[src/rtl/coherence_ctrl.sv]
// Two-cache snooping coherence controller sharing one RAM port.
// One transaction at a time; requests are arbitrated round-robin and served by the snooper or by RAM.
module coherence_ctrl (
  input  logic        CLK,
  input  logic        RST,
  input  logic [1:0]  dREN,
  input  logic [1:0]  dWEN,
  input  logic [31:0] daddr [0:1],
  input  logic [31:0] dstore [0:1],
  input  logic [1:0]  cctrans,
  input  logic [1:0]  ccwrite,
  output logic [1:0]  dwait,
  output logic [31:0] dload [0:1],
  output logic [1:0]  ccwait,
  output logic [1:0]  ccinv,
  output logic [31:0] ccsnoopaddr [0:1],
  output logic        ramREN,
  output logic        ramWEN,
  output logic [31:0] ramaddr,
  output logic [31:0] ramstore,
  input  logic [31:0] ramload,
  input  logic        ramwait
);

  typedef enum logic [2:0] {
    IDLE  = 3'd0,
    SNOOP = 3'd1,
    FWD   = 3'd2,
    LOAD  = 3'd3,
    WRITE = 3'd4
  } state_t;

  state_t     state;
  logic       req;
  logic       rr;
  logic       inv;
  logic       snp;
  logic [1:0] cand;
  logic       grant;
  logic       abort;

  assign snp = ~req;

  // Arbitration and protocol-violation detection for the current requester.
  always_comb begin
    cand  = dREN | dWEN;
    grant = (cand == 2'b11) ? rr : cand[1];
    if (state != IDLE) begin
      abort = ~(dREN[req] | dWEN[req]);
    end else begin
      abort = 1'b0;
    end
  end

  // Transaction sequencing, requester capture, round-robin pointer and invalidate latch.
  always_ff @(posedge CLK or posedge RST) begin
    if (RST) begin
      state <= IDLE;
      req   <= 1'b0;
      rr    <= 1'b0;
      inv   <= 1'b0;
    end else begin
      case (state)
        IDLE: begin
          if (|cand) begin
            req   <= grant;
            state <= dWEN[grant] ? WRITE : SNOOP;
          end
        end
        SNOOP: begin
          if (abort) begin
            state <= IDLE;
          end else begin
            inv   <= ccwrite[req];
            state <= (cctrans[snp] & ccwrite[snp]) ? FWD : LOAD;
          end
        end
        FWD, LOAD, WRITE: begin
          if (abort) begin
            state <= IDLE;
          end else if (!ramwait) begin
            state <= IDLE;
            rr    <= ~req;
          end
        end
        default: state <= IDLE;
      endcase
    end
  end

  // Output decode; completion handshakes follow ramwait within the same cycle.
  always_comb begin
    dwait          = 2'b11;
    dload[0]       = 32'h0000_0000;
    dload[1]       = 32'h0000_0000;
    ccwait         = 2'b00;
    ccinv          = 2'b00;
    ccsnoopaddr[0] = 32'h0000_0000;
    ccsnoopaddr[1] = 32'h0000_0000;
    ramREN         = 1'b0;
    ramWEN         = 1'b0;
    ramaddr        = 32'h0000_0000;
    ramstore       = 32'h0000_0000;
    if (!abort) begin
      case (state)
        SNOOP: begin
          ccwait[snp]      = 1'b1;
          ccsnoopaddr[snp] = daddr[req];
          ccinv[snp]       = ccwrite[req];
        end
        FWD: begin
          ccwait[snp]      = 1'b1;
          ccinv[snp]       = inv;
          ccsnoopaddr[snp] = daddr[req];
          ramWEN           = 1'b1;
          ramaddr          = daddr[req];
          ramstore         = dstore[snp];
          dload[req]       = dstore[snp];
          if (!ramwait) begin
            dwait = 2'b00;
          end else begin
            dwait = 2'b11;
          end
        end
        LOAD: begin
          ccwait[snp]      = 1'b1;
          ccinv[snp]       = inv;
          ccsnoopaddr[snp] = daddr[req];
          ramREN           = 1'b1;
          ramaddr          = daddr[req];
          dload[req]       = ramload;
          if (!ramwait) begin
            dwait[req] = 1'b0;
          end else begin
            dwait[req] = 1'b1;
          end
        end
        WRITE: begin
          ramWEN   = 1'b1;
          ramaddr  = daddr[req];
          ramstore = dstore[req];
          if (!ramwait) begin
            dwait[req] = 1'b0;
          end else begin
            dwait[req] = 1'b1;
          end
        end
        default: dwait = 2'b11;
      endcase
    end else begin
      dwait = 2'b11;
    end
  end

endmodule

[config.mk]
export PLATFORM = sky130hd
export DESIGN_NAME = coherence_ctrl
export DESIGN_NICKNAME = d
export VERILOG_FILES = /design/src/rtl/coherence_ctrl.sv
export SDC_FILE = /design/constraint.sdc
export NUM_CORES = 1
export LEC_CHECK = 0
export ABC_AREA = 1
export ABC_CLOCK_PERIOD_IN_PS = 1900
export BUFFER_PORTS_ARGS = -buffer_cell sky130_fd_sc_hd__buf_2
export CELL_PAD_IN_SITES_DETAIL_PLACEMENT = 1
export CELL_PAD_IN_SITES_GLOBAL_PLACEMENT = 2
export CORE_ASPECT_RATIO = 0.9
export CORE_MARGIN = 3
export CORE_UTILIZATION = 15
export CTS_BUF_LIST = sky130_fd_sc_hd__clkbuf_8
export DETAILED_ROUTE_END_ITERATION = 10
export PLACE_DENSITY_LB_ADDON = 0.12
export SETUP_SLACK_MARGIN = 0.5
export SYNTH_ARGS = -nofsm -noshare
export SYNTH_HDL_FRONTEND = slang
export SYNTH_SLANG_ARGS = --single-unit
[constraint.sdc]
create_clock -name CLK -period 1.9 [get_ports CLK]
set_input_delay 0.19 -clock CLK [delete_from_list [all_inputs] [get_ports CLK]]
set_output_delay 0.19 -clock CLK [all_outputs]
set_load 0.1 [all_outputs]
==> metrics.txt <==
Post-Syn Instances 717; Power Dens Cells 1930 nW/um2; total number of yosys warnings 0; slowest CP cell dfrtp_2; area of the multi-input gates 4510 um2; met3 Use GR 0.0504; worst hold path depth 5; initial core utilization 0.154; final net count 1304; drt total wl 27200 um; Iter 0 DRT Violations 173; Critical Path Fanout Max 9; DP Area 10300 um2; Worst IR Drop VDD 0.966 mV; worst-margin pin slew 446 ps; fin crit period 2110 ps; Chip Width 170 um; Crit. End Element primary output; largest net degree at the start of global routing 38; Final Cycle Share 1.11; Synth area leaders nor2_1 (24%), inv_1 (11%), a211oi_2 (9.3%); Hold Violations, Final 0; # IOs 371; MaxCap Viol Count 0; post-synthesis sequential area ratio 0.0413; r2r setup slk 40 ps; mean routed wirelength per cell 19.0 um; share of cells above drive strength 1 0.704; Post-Route Skew 4.77 ps; H-tree levels 1; row cnt 53; Leak Pwr 5.07 nW; die area 26200 um2; Area growth syn-to-layout 229%; post-DP HPWL 20200 um; Final Core Density 0.508; delay-heaviest family, CP buffers and inverters; CP arrival 1920 ps; min-delay worst type primary input to flop; Core Area 23600 um2; antenna violations before repair 4; failing checks setup timing; Synth top area share 0.238; DR vias/cell 4.35; DRC violations left 0; R2R depth 10; Detail Route Antenna Nets 0; RSZ-0062 raised after global routing true; Worst path depth 9; cell taking the most area after synthesis nor2_1; final setup vio count 199; CTS tree built; first-pass GRT wire length 41400 um; clk buf depth 2; CP required 1710 ps; met2 Track Usage GR 0.380; Post-Syn Area 3640 um2; CTS Buf Count 3; busiest grt layer met2; Distinct cells, synth 31; CP max stage delay 430 ps; crit path kind flop to primary output; post-route setup slack -213 ps; flops & latches, synth 6; detailed-route via count 6236; average size of a mapped cell 5.07 um2; CP Cell Sequence buf_6 -> buf_4 -> nand2_2 -> nand3_2 -> nand2_4 -> buf_12 -> nor2_4 -> o21ai_4 -> buf_12; status finished with violations; Die Ht 154 um; # clock sinks 6; Critical Path Most Common Cell buf_12; fmax 473 MHz; gp weighted congestion 0.807; Worst-path clk slew 40 ps; vias in the first global route 6795; critical path launch point type flop; clk_lat worst skew 240 ps; most common cell after layout, fill and taps aside buf_12; gr ovfl total 0; fillcell total 2610; # port buffers 370; Slew headroom 0.701; final instance area 12000 um2; most frequent cells in the layout buf_12 (228), buf_2 (170), nor2_4 (160); syn_nets 888; GRT Total Usage 0.200; FF/Latch Area 155 um2; M1 GR Usage 0.231; Slew Viols, Final 0; # diodes 0; DR pass1 iterations 4; CTS root buf clkbuf_8; WP buf/inv 4
per-layer routing:
metal / wire length (um) / vias up
met5: 42 / -
met4: 202 / 8
met3: 2030 / 17
met2: 14500 / 222
met1: 10400 / 2960
li1: - / 3029
worst reg2reg max path: stages (launching register included):
cell	delay (ps)
dfrtp_2	430
buf_6	140
buf_4	130
nand2_2	160
nand3_2	140
nand2_4	160
buf_12	200
nor2_4	70
buf_4	130
nand2_1	90
nand2_1	90
final timing paths:
| path | to | startpoint |
|---|---|---|
| max in group asynchronous | req$_DFFE_PP0P_ | RST |
| setup / recovery | dwait[1] | state[2]$_DFFE_PP0P_ |
| hold / removal | state[2]$_DFFE_PP0P_ | dWEN[0] |
| setup reg to reg | rr$_DFFE_PP0P_ | state[2]$_DFFE_PP0P_ |
| min in group asynchronous | state[2]$_DFFE_PP0P_ | RST |
| hold reg to reg | inv$_DFFE_PP0P_ | inv$_DFFE_PP0P_ |
cells in the mapped netlist:
master	n
nor2_1	231
inv_1	110
nand2_1	88
a21oi_1	66
o21ai_0	45
or2_2	31
o21ai_1	28
a211oi_2	27
buf_2	20
buf_4	13
buf_6	11
clkbuf_1	8
dfrtp_1	6
nand3_1	6
inv_2	4
nand3_4	3
a211oi_1	2
a211oi_4	2
nand2_2	2
nand3_2	2
nor2_2	2
clkbuf_8	1
inv_4	1
nand2_4	1
nor2_4	1
nor3_1	1
nor3_2	1
o211ai_4	1
o21a_1	1
o21ai_2	1
or2_0	1
state kept, by name, summed over array words and instances (netlist names):
signal and cells:
req 1, state 3, rr 1, inv 1
final cells by class:
cell class | instances | area share
timing repair buffer | 464 | 0.536
multi-input combinational | 543 | 0.377
inverter | 115 | 0.0396
tap | 302 | 0.0315
sequential | 6 | 0.0129
clock buffer | 3 | 0.00344
clock inverter | 1 | 0.000313
timing repair:
item / 4_1_cts / 5_1_grt
gates cloned: 15 / 2
setup endpoints to repair: 203 / 205
pin swaps: 21 / 28
setup buffers: 30 / 2
resized for setup: 165 / 44
hold buffers: 1 / 0
endpoints found under the hold margin: 6 / 0
kinds of logic (layout without fill, tap and decap cells):
family,Yosys count,in the layout,share of synthesized area
buffers and inverters,168,583,0.220
DFF,6,6,0.0413
AOI/OAI and AO/OA,173,173,0.309
and+or+nand+nor,370,370,0.430
metrics by stage:
stage / total power [mW] / TNS (ps) / hold slack [ps] / std cells / setup WS, ps
2_1_floorplan: 13.3 / -57110 / -19.2 / 717 / -701
3_3_place_gp: 19.9 / -61.1 / 113 / 1380 / -8.55
3_5_place_dp: 20.0 / -271 / 121 / 1380 / -27.9
4_1_cts: 22.9 / -21130 / 316 / 1430 / -191
5_1_grt: 24.0 / -42450 / 334 / 1434 / -295
6_report: 23.2 / -27710 / 314 / 1434 / -213
report_power, final:
group | leakage [nW] | total, mW | internal (mW) | switching (mW)
Clock | 0.0269 | 0.207 | 0.140 | 0.0669
Sequential | 0.0691 | 0.266 | 0.192 | 0.0743
Combinational | 4.98 | 22.7 | 8.18 | 14.5
Power figures use the tool's default switching activity.
